## config.mk

```make
export PLATFORM = sky130hd
export DESIGN_NAME = shift_arbiter_flat
export DESIGN_NICKNAME = d
export VERILOG_FILES = /design/src/rtl/shift_arbiter_pkg.sv /design/src/rtl/shift_arbiter_if.sv /design/src/rtl/shift_arbiter_lrotator16.sv /design/src/rtl/shift_arbiter.sv /design/src/flat_wrapper.sv
export SDC_FILE = /design/constraint.sdc
export NUM_CORES = 1
export LEC_CHECK = 0
export CORE_AREA = 2 2 87 89
export CTS_BUF_LIST = sky130_fd_sc_hd__clkbuf_2 sky130_fd_sc_hd__clkbuf_4 sky130_fd_sc_hd__clkbuf_8
export DETAILED_ROUTE_END_ITERATION = 6
export DIE_AREA = 0 0 89 91
export PLACE_DENSITY_LB_ADDON = 0.1
export SLEW_MARGIN = 20
export SYNTH_ARGS = -nofsm -noshare
export SYNTH_HDL_FRONTEND = slang
export SYNTH_SLANG_ARGS = --single-unit
```

## constraint.sdc

```tcl
create_clock -name clk -period 9.2 [get_ports clk]
set_input_delay 0.92 -clock clk [delete_from_list [all_inputs] [get_ports clk]]
set_output_delay 0.92 -clock clk [all_outputs]
set_load 0.05 [all_outputs]
```

## src/rtl/shift_arbiter_pkg.sv

```systemverilog
// ---------------------------------------------------------------------------
// shift_pkg -- shared types and helpers for the shift arbiter slice.
//   WIDTH / CNT_W : datapath width (16) and shift-count width (log2(WIDTH)).
//   op_t          : request opcode (ROL, SLL, ROR, SRA).
//   neg_amt()     : 4-bit two's complement of a count, turning a right
//                   rotate into the equivalent left rotate.
// ---------------------------------------------------------------------------
package shift_pkg;

   localparam int WIDTH = 16;
   localparam int CNT_W = 4;

   typedef logic [WIDTH-1:0] data_t;
   typedef logic [CNT_W-1:0] cnt_t;

   typedef enum logic [1:0] {
      ROL = 2'b00,
      SLL = 2'b01,
      ROR = 2'b10,
      SRA = 2'b11
   } op_t;

   // (WIDTH - cnt) mod WIDTH; wraps naturally in CNT_W bits, so 0 maps to 0.
   function automatic cnt_t neg_amt(cnt_t cnt);
      return ~cnt + cnt_t'(1);
   endfunction

endpackage

```

## src/rtl/shift_arbiter_if.sv

```systemverilog
// ---------------------------------------------------------------------------
// shift_arbiter_if -- two request channels plus one response channel.
//   req0_* / req1_* : valid/ready handshake with op, operand and count.
//   rsp_*           : valid/ready handshake with requester id and result.
//   master : requester/consumer side.   slave : the arbiter.
// ---------------------------------------------------------------------------
interface shift_arbiter_if;
   import shift_pkg::*;

   logic  req0_valid;
   logic  req0_ready;
   op_t   req0_op;
   data_t req0_data;
   cnt_t  req0_cnt;

   logic  req1_valid;
   logic  req1_ready;
   op_t   req1_op;
   data_t req1_data;
   cnt_t  req1_cnt;

   logic  rsp_valid;
   logic  rsp_ready;
   logic  rsp_id;
   data_t rsp_data;

   modport master (
      output req0_valid, req0_op, req0_data, req0_cnt,
      input  req0_ready,
      output req1_valid, req1_op, req1_data, req1_cnt,
      input  req1_ready,
      input  rsp_valid, rsp_id, rsp_data,
      output rsp_ready
   );

   modport slave (
      input  req0_valid, req0_op, req0_data, req0_cnt,
      output req0_ready,
      input  req1_valid, req1_op, req1_data, req1_cnt,
      output req1_ready,
      output rsp_valid, rsp_id, rsp_data,
      input  rsp_ready
   );

endinterface

```

## src/rtl/shift_arbiter_lrotator16.sv

```systemverilog
// ---------------------------------------------------------------------------
// lrotator16 -- purely combinational 16-bit left rotator, four log stages.
//   data_in  : operand
//   cnt      : rotate-left amount, 0..15
//   data_out : data_in rotated left by cnt
// ---------------------------------------------------------------------------
module lrotator16
   import shift_pkg::*;
(
   input  data_t data_in,
   input  cnt_t  cnt,
   output data_t data_out
);

   data_t s0, s1, s2;

   assign s0       = cnt[0] ? {data_in[14:0], data_in[15]}    : data_in;
   assign s1       = cnt[1] ? {s0[13:0],      s0[15:14]}      : s0;
   assign s2       = cnt[2] ? {s1[11:0],      s1[15:12]}      : s1;
   assign data_out = cnt[3] ? {s2[7:0],       s2[15:8]}       : s2;

endmodule

```

## src/rtl/shift_arbiter.sv

```systemverilog
// ---------------------------------------------------------------------------
// shift_arbiter -- round-robin share of one left rotator between two
// requesters, with a single registered response slot.
//   clk, rst_n : clock, asynchronous active-low reset
//   bus        : shift_arbiter_if.slave (req0_*, req1_*, rsp_*)
// Every op is mapped onto a left rotate plus a fill mask:
//   ROL/SLL rotate by cnt, ROR/SRA by (16-cnt) mod 16; SLL clears the low
//   cnt bits, SRA fills the top cnt bits with the operand sign.
// ---------------------------------------------------------------------------
module shift_arbiter
   import shift_pkg::*;
(
   input  logic          clk,
   input  logic          rst_n,
   shift_arbiter_if.slave bus
);

   // Arbitration
   logic  slot_free;
   logic  any_valid;
   logic  grant;
   logic  accept;

   // Datapath
   op_t   sel_op;
   data_t sel_data;
   cnt_t  sel_cnt;
   cnt_t  rot_amt;
   data_t rot_out;
   data_t lo_mask;
   data_t hi_mask;
   data_t result;

   // State
   logic  prio_q;
   logic  rsp_valid_q;
   logic  rsp_id_q;
   data_t rsp_data_q;

   // NOTE: every always_comb output gets a default first, so no path can
   // leave it unassigned and infer a latch.
   always_comb begin
      // Gating with rst_n keeps both readies low for the whole reset
      // window, so no request can be "accepted" and then dropped.
      slot_free = rst_n & (~rsp_valid_q | bus.rsp_ready);
      any_valid = bus.req0_valid | bus.req1_valid;
      grant     = bus.req1_valid;
      if (bus.req0_valid && bus.req1_valid) begin
         grant = prio_q;
      end
      accept    = slot_free & any_valid;
   end

   assign bus.req0_ready = accept & ~grant;
   assign bus.req1_ready = accept &  grant;

   always_comb begin
      sel_op   = grant ? bus.req1_op   : bus.req0_op;
      sel_data = grant ? bus.req1_data : bus.req0_data;
      sel_cnt  = grant ? bus.req1_cnt  : bus.req0_cnt;

      rot_amt = sel_cnt;
      if (sel_op == ROR || sel_op == SRA) begin
         rot_amt = neg_amt(sel_cnt);
      end
   end

   lrotator16 u_rot (
      .data_in  (sel_data),
      .cnt      (rot_amt),
      .data_out (rot_out)
   );

   always_comb begin
      // lo_mask: bits [cnt-1:0]; hi_mask: bits [15:16-cnt]; both empty at cnt=0.
      lo_mask = (data_t'(1) << sel_cnt) - data_t'(1);
      hi_mask = ~({WIDTH{1'b1}} >> sel_cnt);
      result  = rot_out;
      case (sel_op)
         SLL:     result = rot_out & ~lo_mask;
         SRA:     result = (rot_out & ~hi_mask) |
                           (hi_mask & {WIDTH{sel_data[WIDTH-1]}});
         default: result = rot_out;
      endcase
   end

   // NOTE: sequential state uses non-blocking assignments so every register
   // samples the pre-edge values regardless of statement order.
   always_ff @(posedge clk or negedge rst_n) begin
      if (!rst_n) begin
         prio_q      <= 1'b0;
         rsp_valid_q <= 1'b0;
         rsp_id_q    <= 1'b0;
         rsp_data_q  <= '0;
      end else if (accept) begin
         // Loading also covers the simultaneous drain-and-refill case.
         prio_q      <= ~grant;
         rsp_valid_q <= 1'b1;
         rsp_id_q    <= grant;
         rsp_data_q  <= result;
      end else if (rsp_valid_q && bus.rsp_ready) begin
         rsp_valid_q <= 1'b0;
      end
   end

   assign bus.rsp_valid = rsp_valid_q;
   assign bus.rsp_id    = rsp_id_q;
   assign bus.rsp_data  = rsp_data_q;

endmodule

```

## src/flat_wrapper.sv

```systemverilog
// flat-port wrapper written by rule: the top's interface ports become plain ports
module shift_arbiter_flat import shift_pkg::*;
  (clk, rst_n, bus_req0_valid, bus_req0_op, bus_req0_data, bus_req0_cnt, bus_req0_ready, bus_req1_valid, bus_req1_op, bus_req1_data, bus_req1_cnt, bus_req1_ready, bus_rsp_valid, bus_rsp_id, bus_rsp_data, bus_rsp_ready);
  shift_arbiter_if bus_i ();
  input  logic clk;
  input  logic rst_n;
  input wire logic [$bits(bus_i.req0_valid)-1:0] bus_req0_valid;
  input wire logic [$bits(bus_i.req0_op)-1:0] bus_req0_op;
  input wire logic [$bits(bus_i.req0_data)-1:0] bus_req0_data;
  input wire logic [$bits(bus_i.req0_cnt)-1:0] bus_req0_cnt;
  output wire logic [$bits(bus_i.req0_ready)-1:0] bus_req0_ready;
  input wire logic [$bits(bus_i.req1_valid)-1:0] bus_req1_valid;
  input wire logic [$bits(bus_i.req1_op)-1:0] bus_req1_op;
  input wire logic [$bits(bus_i.req1_data)-1:0] bus_req1_data;
  input wire logic [$bits(bus_i.req1_cnt)-1:0] bus_req1_cnt;
  output wire logic [$bits(bus_i.req1_ready)-1:0] bus_req1_ready;
  output wire logic [$bits(bus_i.rsp_valid)-1:0] bus_rsp_valid;
  output wire logic [$bits(bus_i.rsp_id)-1:0] bus_rsp_id;
  output wire logic [$bits(bus_i.rsp_data)-1:0] bus_rsp_data;
  input wire logic [$bits(bus_i.rsp_ready)-1:0] bus_rsp_ready;
  assign bus_i.req0_valid = bus_req0_valid;
  assign bus_i.req0_op = bus_req0_op;
  assign bus_i.req0_data = bus_req0_data;
  assign bus_i.req0_cnt = bus_req0_cnt;
  assign bus_req0_ready = bus_i.req0_ready;
  assign bus_i.req1_valid = bus_req1_valid;
  assign bus_i.req1_op = bus_req1_op;
  assign bus_i.req1_data = bus_req1_data;
  assign bus_i.req1_cnt = bus_req1_cnt;
  assign bus_req1_ready = bus_i.req1_ready;
  assign bus_rsp_valid = bus_i.rsp_valid;
  assign bus_rsp_id = bus_i.rsp_id;
  assign bus_rsp_data = bus_i.rsp_data;
  assign bus_i.rsp_ready = bus_rsp_ready;
  shift_arbiter u_core (.clk(clk), .rst_n(rst_n), .bus(bus_i));
endmodule
```

Word level (Yosys, flattened, before mapping)
Cells that the tools add are included.
{"block": "word_totals", "rom_bits": 0, "memories": 0, "output_inout_bits": 20, "inputBits": 49, "mem_bits_rw": 0, "register_bits": 19, "latch_bits": 0}
{"block": "classes", "add_sub_neg": 2, "n_mul": 0, "bitwise": 16, "order_cmp": 0, "mux": 12, "shift": 2, "n_reduce_logical": 4, "eq_ne": 3, "div": 0}
{"op": "16-bit two-way mux", "n": 5}
{"op": "16-bit AND", "n": 3}
{"op": "16-bit inverter", "n": 3}
{"op": "16-bit case mux with 2 select lines", "n": 1}
{"op": "16-bit bitwise OR", "n": 1}
{"op": "1-bit by 4-bit left shift with 16-bit output (first input constant)", "n": 1}
{"op": "16-bit by 4-bit right shift with 16-bit output (first input constant)", "n": 1}
{"op": "16-bit by 1-bit subtractor with 16-bit output (second input constant)", "n": 1}
{"op": "4-bit two-way mux", "n": 2}
{"op": "4-bit by 1-bit adder with 4-bit output (second input constant)", "n": 1}
{"op": "1-bit AND", "n": 4}
{"op": "2-bit equality test (second input constant)", "n": 2}
{"op": "4-bit inverter", "n": 1}
{"op": "1-bit two-way mux", "n": 3}
{"op": "2-bit by 1-bit equality test with 1-bit output (second input constant)", "n": 1}
{"op": "1-bit logical AND", "n": 2}
{"op": "2-bit two-way mux", "n": 1}
{"op": "1-bit inverter", "n": 2}
{"op": "1-bit bitwise OR", "n": 2}
{"op": "2-bit nonzero test", "n": 1}
{"op": "1-bit logical OR", "n": 1}

Logic depth before layout (Yosys ltp)
Gate-level depths: netlist of run 1.
{"block": "logic_depth", "word_depth": 13, "ltp_mapped": 16}

Hierarchy
From an unflattened synthesis of run 1, not the netlist that was laid out.
{"block": "unflattened", "hier_cells": 343, "hier_area_um2": 2955.3}
{"module": "shift_arbiter", "instances": 1, "area_per_inst_um2": 2124.5, "cells_each": 303}
{"module": "lrotator16", "instances": 1, "area_per_inst_um2": 830.8, "cells_each": 40}

Least setup slack after synthesis of run 1
Ideal clock, no wire load.
{"block": "synth_timing", "path_kind": "input to register", "start": "in bus_req0_valid", "end": "reg u_core.rsp_data_q[4] (netlist: u_core.bus.rsp_data[4])", "slack_ns": 5.384, "t_arrival_ns": 3.690, "required_ns": 9.074, "path_stages": 15, "path_cell_list": "and2b_4 nor2_2 buf_6 mux2_2 inv_1 ha_1 ha_1 clkbuf_1 nand2_1 ha_1 clkbuf_1 o21ai_0 mux2i_1 a221oi_1 a221o_1"}
{"block": "synth_via", "elab_chain_len": 13}
{"element": "start, declared", "line_no": "flat_wrapper.sv:7", "text": "input wire logic [$bits(bus_i.req0_valid)-1:0] bus_req0_valid;"}
{"element": "1-bit logical AND", "line_no": "shift_arbiter.sv:48", "text": "if (bus.req0_valid && bus.req1_valid) begin"}
{"element": "1-bit two-way mux", "line_no": "shift_arbiter.sv:48"}
{"element": "4-bit two-way mux or 2-bit two-way mux (tied branches)", "line_no": "shift_arbiter.sv:60, shift_arbiter.sv:58"}
{"element": "4-bit inverter (tied with other cells)", "line_no": "shift_arbiter_pkg.sv:25", "text": "return ~cnt + cnt_t'(1);"}
{"element": "4-bit by 1-bit adder with 4-bit output or 1-bit logical OR (tied branches)", "line_no": "shift_arbiter_pkg.sv:25, shift_arbiter.sv:63"}
{"element": "4-bit two-way mux", "line_no": "shift_arbiter.sv:63", "text": "if (sel_op == ROR || sel_op == SRA) begin"}
{"element": "16-bit two-way mux", "line_no": "shift_arbiter_lrotator16.sv:17", "text": "assign s0 = cnt[0] ? {data_in[14:0], data_in[15]} : data_in;"}
{"element": "16-bit two-way mux", "line_no": "shift_arbiter_lrotator16.sv:18", "text": "assign s1 = cnt[1] ? {s0[13:0], s0[15:14]} : s0;"}
{"element": "16-bit two-way mux", "line_no": "shift_arbiter_lrotator16.sv:19", "text": "assign s2 = cnt[2] ? {s1[11:0], s1[15:12]} : s1;"}
{"element": "16-bit two-way mux", "line_no": "shift_arbiter_lrotator16.sv:20", "text": "assign data_out = cnt[3] ? {s2[7:0], s2[15:8]} : s2;"}
{"element": "16-bit AND", "line_no": "shift_arbiter.sv:81", "text": "SRA: result = (rot_out & ~hi_mask) |"}
{"element": "16-bit bitwise OR", "line_no": "shift_arbiter.sv:81"}
{"element": "16-bit case mux with 2 select lines", "line_no": "shift_arbiter.sv:79", "text": "case (sel_op)"}
{"element": "end signal, assigned", "line_no": "shift_arbiter.sv:100", "text": "rsp_data_q <= result;"}
{"element": "end, declared", "line_no": "shift_arbiter.sv:38", "text": "data_t rsp_data_q;"}
Several ways; a longest one is shown, not always the timed one.
A chain may end at the register's enable or synchronous reset.

Final worst setup path of run 1
{"block": "layout_timing", "start": "in bus_req1_valid", "end": "reg u_core.rsp_data_q[12] (netlist: u_core.bus.rsp_data[12])"}
{"block": "layout_via", "elab_chain_len": 13}
{"element": "start, declared", "line_no": "flat_wrapper.sv:12", "text": "input wire logic [$bits(bus_i.req1_valid)-1:0] bus_req1_valid;"}
{"element": "1-bit logical AND", "line_no": "shift_arbiter.sv:48"}
{"element": "1-bit two-way mux", "line_no": "shift_arbiter.sv:48"}
{"element": "4-bit two-way mux or 2-bit two-way mux (tied branches)", "line_no": "shift_arbiter.sv:60, shift_arbiter.sv:58"}
{"element": "4-bit inverter (tied with other cells)", "line_no": "shift_arbiter_pkg.sv:25"}
{"element": "4-bit by 1-bit adder with 4-bit output or 1-bit logical OR (tied branches)", "line_no": "shift_arbiter_pkg.sv:25, shift_arbiter.sv:63"}
{"element": "4-bit two-way mux", "line_no": "shift_arbiter.sv:63"}
{"element": "16-bit two-way mux", "line_no": "shift_arbiter_lrotator16.sv:17"}
{"element": "16-bit two-way mux", "line_no": "shift_arbiter_lrotator16.sv:18"}
{"element": "16-bit two-way mux", "line_no": "shift_arbiter_lrotator16.sv:19"}
{"element": "16-bit two-way mux", "line_no": "shift_arbiter_lrotator16.sv:20"}
{"element": "16-bit AND", "line_no": "shift_arbiter.sv:81"}
{"element": "16-bit bitwise OR", "line_no": "shift_arbiter.sv:81"}
{"element": "16-bit case mux with 2 select lines", "line_no": "shift_arbiter.sv:79"}
Several ways; a longest one is shown, not always the timed one.

==> impl_metrics.yaml, run 1 <==
timing:
  slew_viol_final: 0
  worst_clock_skew_ps: 2.85
  relSlewSlack: 0.284
  finalSetupTns_ps: 0
  hold_violations: 0
  rsz0062_at_grt: "false"
  min_period_ps: 5130
  clock.fmax_ghz: 0.195
  tightest_slew_ps: 1070
  fin_crit_sh: 0.557
  setup_violations: 0
drt:
  wl_per_cell_um: 20.1
  avgViaCountPerCell: 6.42
  drt_first_iter_violations: 311
  drc: 0
  firstDrtPassIters: 6
  vias: 3439
  drt-total-wl_um: 10800
  drtAntennaViolNets: 0
global_routing:
  grt_pass1_wl_um: 17700
  use_met3: 0.0400
  antenna_found_initial: 0
  gr-usage-met1: 0.384
  grt_use_total: 0.275
  grt_max_degree: 26
  grt_use_met2: 0.435
  gr-max-usage-layer: "met2"
  grt.overflow.total: 0
  grt_pass1_vias: 3422
logic_synthesis:
  synthCells: 391
  yosys.cell_types.count: 65
  synth.area.top_cells: "mux2i_1 (30%), dfrtp_1 (15%), a21oi_1 (4.1%)"
  synth_edf_count: 0
  synth_nets: 449
  synth_top_area_cell: "mux2i_1"
  synth_top_cell_area_share: 0.295
  async_flop_share: 1.00
  yosys_warnings: 0
  syn_avg_cell_area_sq_um: 8.06
  yosysSeqAreaShare: 0.151
  synth_seq_cells: 19
  syn_area_sq_um: 3150
  ys.flop_type: "dfrtp_1"
floorplan:
  ios: 69
  die_h_um: 91
  num_rows: 31
  dieWidth_um: 89
  die_area_sq_um: 8100
  coreArea_sq_um: 7140
  start_util: 0.442
cts:
  cts_setup_buffers: 0
  clk_latency_ps: 270
  cts.sinks: 19
  cts-htree-levels: 1
  cts_inserted_buffers: 3
  cts_root_buffer: "clkbuf_8"
  postCtsHoldBufs: 0
  clockBufferDepth: 2
  cts_tree: "yes"
  cts_resized: 0
  cts.reportedPaths.clkPinSlew_ps: 80
run_status:
  run_status: "complete, no violations"
cells_and_area:
  diodes: 0
  nFillCells: 686
  post-route-util: 0.545
  seq_area_sq_um: 475
  layout.nets: 496
  multi_input_area_sq_um: 2490
  syn2layout_area_growth_pct: 23.3
  drive_gt1_frac: 0.0709
worst_setup_path:
  worst_ep_required_time_ps: 9360
  cp_max_fo: 16
  start_kind: "input port"
  critPathCaptureType: "flop"
  crit_type: "input port to flop"
  cp_data_arrival_time_ps: 5280
flow_run:
  drv.max_cap_violation_count: 0
hold_path:
  hold_path_class: "flop to flop"
place:
  hpwlAfterDp_um: 8260
  port_buffers: 68
  gp_congestion: 1.01
power_and_ir_drop:
  leakagePower_nw: 1.65
  vdd_drop_max_mv: 0.119
  power_density_nw_per_um2: 168
==> routing by layer <==
layer,up-vias,wire length (um)
met5,-,0
met4,0,202
li1,1592,-
met3,23,869
met1,1637,4640
met2,187,5080
==> Yosys cell counts (4+ instances only) <==
library cell and number:
o21ai_0 23, o31ai_1 5, dfrtp_1 19, nand2_1 22, a31oi_1 8, a211oi_1 9
nand2b_1 5, nor4_1 8, inv_1 6, mux2_2 9, nor2_1 34, mux2i_1 93
nor3_1 9, nand3_1 5, buf_2 9, clkbuf_1 15, a21oi_1 26, ha_1 9
o211ai_1 4
==> placed cells by master, fill, tap and decap left out, types with 3 or more instances in the layout <==
master	n
a2111oi_0	3
a211oi_1	9
a21o_1	3
a21oi_1	26
a31oi_1	8
and3_1	3
buf_4	5
clkbuf_8	3
clkdlybuf4s50_1	68
dfrtp_1	19
ha_1	9
inv_1	6
mux2_2	9
mux2i_1	93
nand2_1	22
nand2b_1	5
nand3_1	5
nor2_1	34
nor2_2	3
nor3_1	9
nor4_1	8
o211ai_1	4
o21ai_0	23
o221ai_1	3
o31ai_1	5
o32a_1	3
==> where the power goes <==
group,internal [mW],total [mW],switching [mW]
registers,0.110,0.129,0.0183
clock network,0.0303,0.0629,0.0326
logic,0.175,0.460,0.285
==> kinds of logic (layout without fill, tap and decap cells) <==
group	Yosys count	after routing	share of synthesized area
AO/OA/AOI/OAI	115	115	0.250
AND/OR/NAND/NOR	105	105	0.166
multiplexers	103	103	0.335
buffers and inverters	39	85	0.0584
flip-flops	19	19	0.151
adder cells (fa/ha/maj)	9	9	0.0357
XOR/XNOR	1	1	0.00516
==> critical path, stage by stage <==
cell and delay, ps:
clkdlybuf4s50_1 780, inv_2 130, nor2_2 500, mux2_2 490
ha_1 330, nand2_1 70, a22oi_1 80, nor2_2 810
mux2i_1 380, mux2i_1 140, mux2_2 300, o311a_1 330
==> worst paths after layout <==
check,startpoint,endpoint,slack (ps),depth (start not counted)
worst min-delay path,u_core.bus.rsp_data[0],u_core.bus.rsp_data[0],490,2
worst min register to register,u_core.bus.rsp_data[0],u_core.bus.rsp_data[0],490,2
min in group asynchronous,rst_n,u_core.bus.rsp_data[7],1000,2
worst max register to register,u_core.prio_q,u_core.bus.rsp_data[12],5040,11
worst max-delay path,bus_req1_valid,u_core.bus.rsp_data[12],4070,12
max in group asynchronous,rst_n,u_core.bus.rsp_data[13],7990,2
==> layout make-up <==
| class | instances | area share |
|---|---|---|
| Clock buffer | 3 | 0.0106 |
| Clock inverter | 1 | 0.00129 |
| Inverter | 8 | 0.00773 |
| Multi-Input combinational cell | 333 | 0.641 |
| Sequential cell | 19 | 0.122 |
| Tap cell | 99 | 0.0319 |
| Timing Repair Buffer | 73 | 0.185 |
==> through the flow <==
stage	power [mW]	setup slack [ps]	area [sq um]	hold WS, ps	instances
detailed placement	0.581	3850	3840	472	532
global route	0.688	3800	3890	527	536
global placement	0.581	3930	3840	469	532
floorplan	0.442	5380	3150	481	391
CTS	0.647	4110	3890	497	536
finish	0.651	4070	3890	492	536
==> registers in the layout (all words and copies together) (netlist names) <==
register              count
u_core.bus.rsp_valid      1
u_core.bus.rsp_data      16
u_core.prio_q             1
u_core.bus.rsp_id         1
Power figures use the tool's default switching activity.
==> inputs of run 2 (changes only) <==
Clock period 9.2 ns to 4.99 ns, I/O delays scaled along.
==> run 2 against run 1 <==
Flip-flop and latch count unchanged; clock power is 84% higher; via count rose by 0.35%; combinational power rose by 87%; cell count grew 1.1%; core utilization increased by 0.67 points; sequential share of layout area shrank 0.15 points; first-iteration DRC count up 20%; worst hold slack hardly changed; clock skew increased by 1.4 ps; sequential power grew 84%; critical path type unchanged; highest routed layer unchanged.
==> impl_metrics.yaml, run 2 (synthesized netlist as in run 1, its figures left out) <==
cells_and_area:
  diodes: 0
  seq_area_sq_um: 475
  final_common_cell: "mux2i_1"
  syn2layout_area_growth_pct: 24.8
  drive_gt1_frac: 0.0835
  largest_reg_flops: 16
  multi_input_area_sq_um: 2490
  nFillCells: 713
  final_cell_mix: "mux2i_1 (93), clkdlybuf4s50_1 (68), nor2_1 (34)"
  layout.nets: 502
cts:
  cts_tree: "yes"
  postCtsHoldBufs: 0
  cts.sinks: 19
  clk_latency_ps: 260
  cts_setup_buffers: 0
  cts_resized: 0
  cts.reportedPaths.clkPinSlew_ps: 80
  clockBufferDepth: 2
  cts_inserted_buffers: 3
  cts-htree-levels: 1
  cts_root_buffer: "clkbuf_8"
timing:
  worst_clock_skew_ps: 4.21
  rsz0062_at_grt: "false"
  fin_ws_ps: 863
  slew_viol_final: 0
  finalSetupTns_ps: 0
  setup_violations: 0
  min_period_ps: 4130
  relSlewSlack: 0.448
  tightest_slew_ps: 808
  fin_crit_sh: 0.827
  clock.fmax_ghz: 0.242
  hold_violations: 0
worst_setup_path:
  critPathCaptureType: "flop"
  cp_max_fo: 16
  start_kind: "input port"
  critPathLaunch: "bus_req1_valid"
  timing.rr.end: "u_core.bus.rsp_data[15]"
  worst_ep_required_time_ps: 5160
  rr_startpoint: "u_core.prio_q"
  reg2reg_depth: 9
  r2r_slack_ps: 1390
  cp_data_arrival_time_ps: 4290
  crit_type: "input port to flop"
  crit_path_end: "u_core.bus.rsp_data[10]"
power_and_ir_drop:
  vdd_drop_max_mv: 0.293
  power_density_nw_per_um2: 308
  leakagePower_nw: 1.68
global_routing:
  grt.overflow.total: 0
  antenna_found_initial: 0
  grt_max_degree: 25
  grt_use_total: 0.285
  grt_pass1_wl_um: 18400
  grt_pass1_vias: 3368
floorplan:
  die_area_sq_um: 8100
  coreArea_sq_um: 7140
  start_util: 0.442
  ios: 69
  die_h_um: 91
  dieWidth_um: 89
  num_rows: 31
drt:
  wl_per_cell_um: 20.6
  drt-total-wl_um: 11200
  avgViaCountPerCell: 6.37
  drtAntennaViolNets: 0
  drt_first_iter_violations: 372
  vias: 3451
  drc: 0
  firstDrtPassIters: 5
flow_run:
  drv.max_cap_violation_count: 0
hold_path:
  hold_path_class: "flop to flop"
run_status:
  run_status: "complete, no violations"
place:
  gp_congestion: 1.00
  post-place-ws_ps: 721
  port_buffers: 68
  hpwlAfterDp_um: 8630
-- run 2: cell type report --
class | count | area share
Multi-Input combinational cell | 333 | 0.634
Clock buffer | 3 | 0.0105
Inverter | 8 | 0.00763
Clock inverter | 1 | 0.00191
Sequential cell | 19 | 0.121
Tap cell | 99 | 0.0315
Timing Repair Buffer | 79 | 0.194
-- run 2: metrics by stage --
stage	total power, mW	cells	utilization	area, sq um	hold WS [ps]
final	1.21	542	0.551	3930	492
after global routing	1.28	542	0.551	3930	510
after CTS	1.21	542	0.551	3930	494
after detailed placement	1.08	538	0.544	3880	467
after global placement	1.09	538	0.544	3880	465
after floorplan	0.814	391	-	3150	203
-- run 2: how the worst min path moves through the flow --
| stage | startpoint | endpoint | slack [ps] | depth (start not counted) |
|---|---|---|---|---|
| after detailed placement | u_core.bus.rsp_id | u_core.bus.rsp_id | 470 | 1 |
| after global placement | u_core.bus.rsp_id | u_core.bus.rsp_id | 460 | 1 |
| final | u_core.bus.rsp_id | u_core.bus.rsp_id | 490 | 1 |
| after floorplan | rst_n | u_core.bus.rsp_data[0] | 200 | 0 |
| after global routing | u_core.bus.rsp_id | u_core.bus.rsp_id | 510 | 1 |
| after CTS | u_core.bus.rsp_id | u_core.bus.rsp_id | 490 | 1 |
-- run 2: power breakdown --
group          internal, mW  total (mW)  switching (mW)
combinational         0.327       0.858           0.531
sequential            0.203       0.238          0.0349
clock                0.0564       0.116          0.0599
-- run 2: critical path: stages --
cell	delay, ps
clkdlybuf4s50_1	810
inv_2	140
nor2_2	170
mux2_2	430
inv_1	100
ha_1	200
ha_1	530
nand2_1	150
ha_1	350
o211a_1	190
o211ai_1	170
o32a_1	200
a21oi_1	70
o31ai_1	290
-- run 2: layer usage --
layer / part of all wire / wire [um] / GRT usage
met5: 0 / 0 / 0
met4: 0.027 / 306 / 0.0759
met3: 0.079 / 882 / 0.0264
met2: 0.46 / 5160 / 0.443
met1: 0.43 / 4840 / 0.418
==> inputs of run 3 (changes only) <==
Clock period 4.99 ns to 3.75 ns, I/O delays scaled along.
==> run 3 against run 2 <==
Clock skew shrank 2.6 ps; clock power is 34% higher; wire length rose by 1.2%; critical path depth grew 1; die area unchanged; critical path type unchanged.
==> impl_metrics.yaml, run 3 (synthesized netlist as in run 1, its figures left out) <==
cts:
  cts_inserted_buffers: 3
  cts_root_buffer: "clkbuf_8"
  cts.sinks: 19
  cts_tree: "yes"
  cts.reportedPaths.clkPinSlew_ps: 70
  clockBufferDepth: 2
  postCtsHoldBufs: 0
  clk_latency_ps: 260
  cts-htree-levels: 1
timing:
  hold_violations: 0
  relSlewSlack: 0.503
  min_period_ps: 3560
  finalSetupTns_ps: 0
  fin_ws_ps: 193
  setup_violations: 0
  worst_clock_skew_ps: 1.66
  clock.fmax_ghz: 0.281
  fin_crit_sh: 0.949
  slew_viol_final: 0
  tightest_slew_ps: 725
  rsz0062_at_grt: "false"
power_and_ir_drop:
  seq_power_share: 0.188
  sw_frac_of_total: 0.498
  power_density_nw_per_um2: 395
  cellInternalPower_uw: 837
  total_power_mw: 1.67
  leakagePower_nw: 1.86
  comb_power_share: 0.719
  p_clk_frac: 0.093
  switchingPower_uw: 832
  vdd_drop_max_mv: 0.353
drt:
  drt-total-wl_um: 11300
  drtAntennaViolNets: 0
  avgViaCountPerCell: 6.01
  wl_per_cell_um: 19.7
  vias: 3455
  drc: 0
  firstDrtPassIters: 5
  drt_first_iter_violations: 308
cells_and_area:
  final_area_sq_um: 4220
  final_common_cell: "mux2i_1"
  largest_reg_flops: 16
  diodes: 0
  final_cell_mix: "mux2i_1 (93), clkdlybuf4s50_1 (66), buf_4 (43)"
  layout.nets: 535
  drive_gt1_frac: 0.151
  syn2layout_area_growth_pct: 33.9
flow_run:
  drv.max_cap_violation_count: 0
place:
  place_area_sq_um: 4170
  hpwlAfterDp_um: 9020
  post-place-ws_ps: -225
  gp_congestion: 0.948
  port_buffers: 68
global_routing:
  grt_pass1_wl_um: 18500
  grt_pass1_vias: 3450
  antenna_found_initial: 0
  grt_max_degree: 24
  grt_use_total: 0.289
  grt.overflow.total: 0
worst_setup_path:
  cp_data_arrival_time_ps: 3700
  rr_startpoint: "u_core.prio_q"
  r2r_slack_ps: 330
  start_kind: "input port"
  critPathCaptureType: "flop"
  crit_type: "input port to flop"
  cp_max_fo: 9
  worst_ep_required_time_ps: 3890
  reg2reg_depth: 14
  timing.rr.end: "u_core.bus.rsp_data[13]"
hold_path:
  worst_hold_path.num_cells: 1
  min_from: "u_core.bus.rsp_id"
  hold_path_class: "flop to flop"
  min_to: "u_core.bus.rsp_id"
floorplan:
  die_h_um: 91
  die_area_sq_um: 8100
  coreArea_sq_um: 7140
  start_util: 0.442
  dieWidth_um: 89
  num_rows: 31
  ios: 69
run_status:
  run_status: "complete, no violations"
## run 3: cell types whose count changed in the layout (fill, tap and decap cells not counted), sizes merged
| cell | delta |
|---|---|
| buf | +35 |
| clkbuf | +1 |
| clkdlybuf4s50 | -2 |
| clkinvlp | -1 |
## run 3: power groups by stage
stage	clock, mW	combinational, mW	sequential (mW)
after floorplan	0	0.548	0.536
after global placement	0	1.17	0.319
after detailed placement	0	1.18	0.318
after CTS	0.156	1.19	0.314
after global routing	0.166	1.28	0.324
final	0.155	1.20	0.314
## run 3: final cells by class
type / instances / area [sq um]
repair buffers: 112 / 1040
flip-flops and latches: 19 / 475
multi-input cells: 333 / 2500
inverters: 8 / 30.0
clock buffers: 4 / 48.8
fillers: 701 / 2920
well taps: 99 / 124
## run 3: per-layer routing
| layer | wire length, um | track usage | part of all wire | vias to the layer above |
|---|---|---|---|---|
| li1 | - | - | - | 1672 |
| met1 | 5030 | 0.409 | 0.44 | 1639 |
| met2 | 5500 | 0.470 | 0.49 | 127 |
| met3 | 591 | 0.0309 | 0.052 | 17 |
| met4 | 209 | 0.0634 | 0.018 | 0 |
| met5 | 0 | 0 | 0 | - |
## run 3: stage by stage
| step | instances | hold WS [ps] | util |
|---|---|---|---|
| floorplan | 391 | 79.4 | - |
| global placement | 571 | 462 | 0.584 |
| finish | 575 | 487 | 0.591 |
| global route | 575 | 506 | 0.591 |
| detailed placement | 571 | 469 | 0.584 |
| CTS | 575 | 491 | 0.590 |
## run 3: worst max path at each step
stage / from / endpoint / slack [ps] / cells past startpoint
final: bus_req0_valid / u_core.bus.rsp_data[13] / 190 / 15
after global routing: bus_req0_valid / u_core.bus.rsp_data[10] / 60 / 15
after CTS: bus_req0_valid / u_core.bus.rsp_data[15] / 30 / 12
after detailed placement: bus_req0_valid / u_core.bus.rsp_data[15] / -230 / 12
after global placement: bus_req0_valid / u_core.bus.rsp_data[15] / -110 / 13
after floorplan: bus_req0_valid / u_core.bus.rsp_data[4] / 480 / 15
## run 3: what timing repair did
| item | 4_1_cts | 5_1_grt |
|---|---|---|
| buffers inserted | 0 | 0 |
| endpoints found under the setup margin | 0 | 8 |
| gates resized for setup | 0 | 2 |
| endpoints found under the hold margin | 0 | 0 |
## run 3: worst max-delay path, stage by stage
cell and delay (ps):
clkdlybuf4s50_1 550, and2b_4 190, nor2_2 40, mux2_2 230, buf_4 130, inv_1 50, ha_1 240, ha_1 220
buf_4 170, nor2_1 140, or4b_2 680, o221ai_1 340, o22ai_1 140, o22ai_1 140, a21oi_1 60
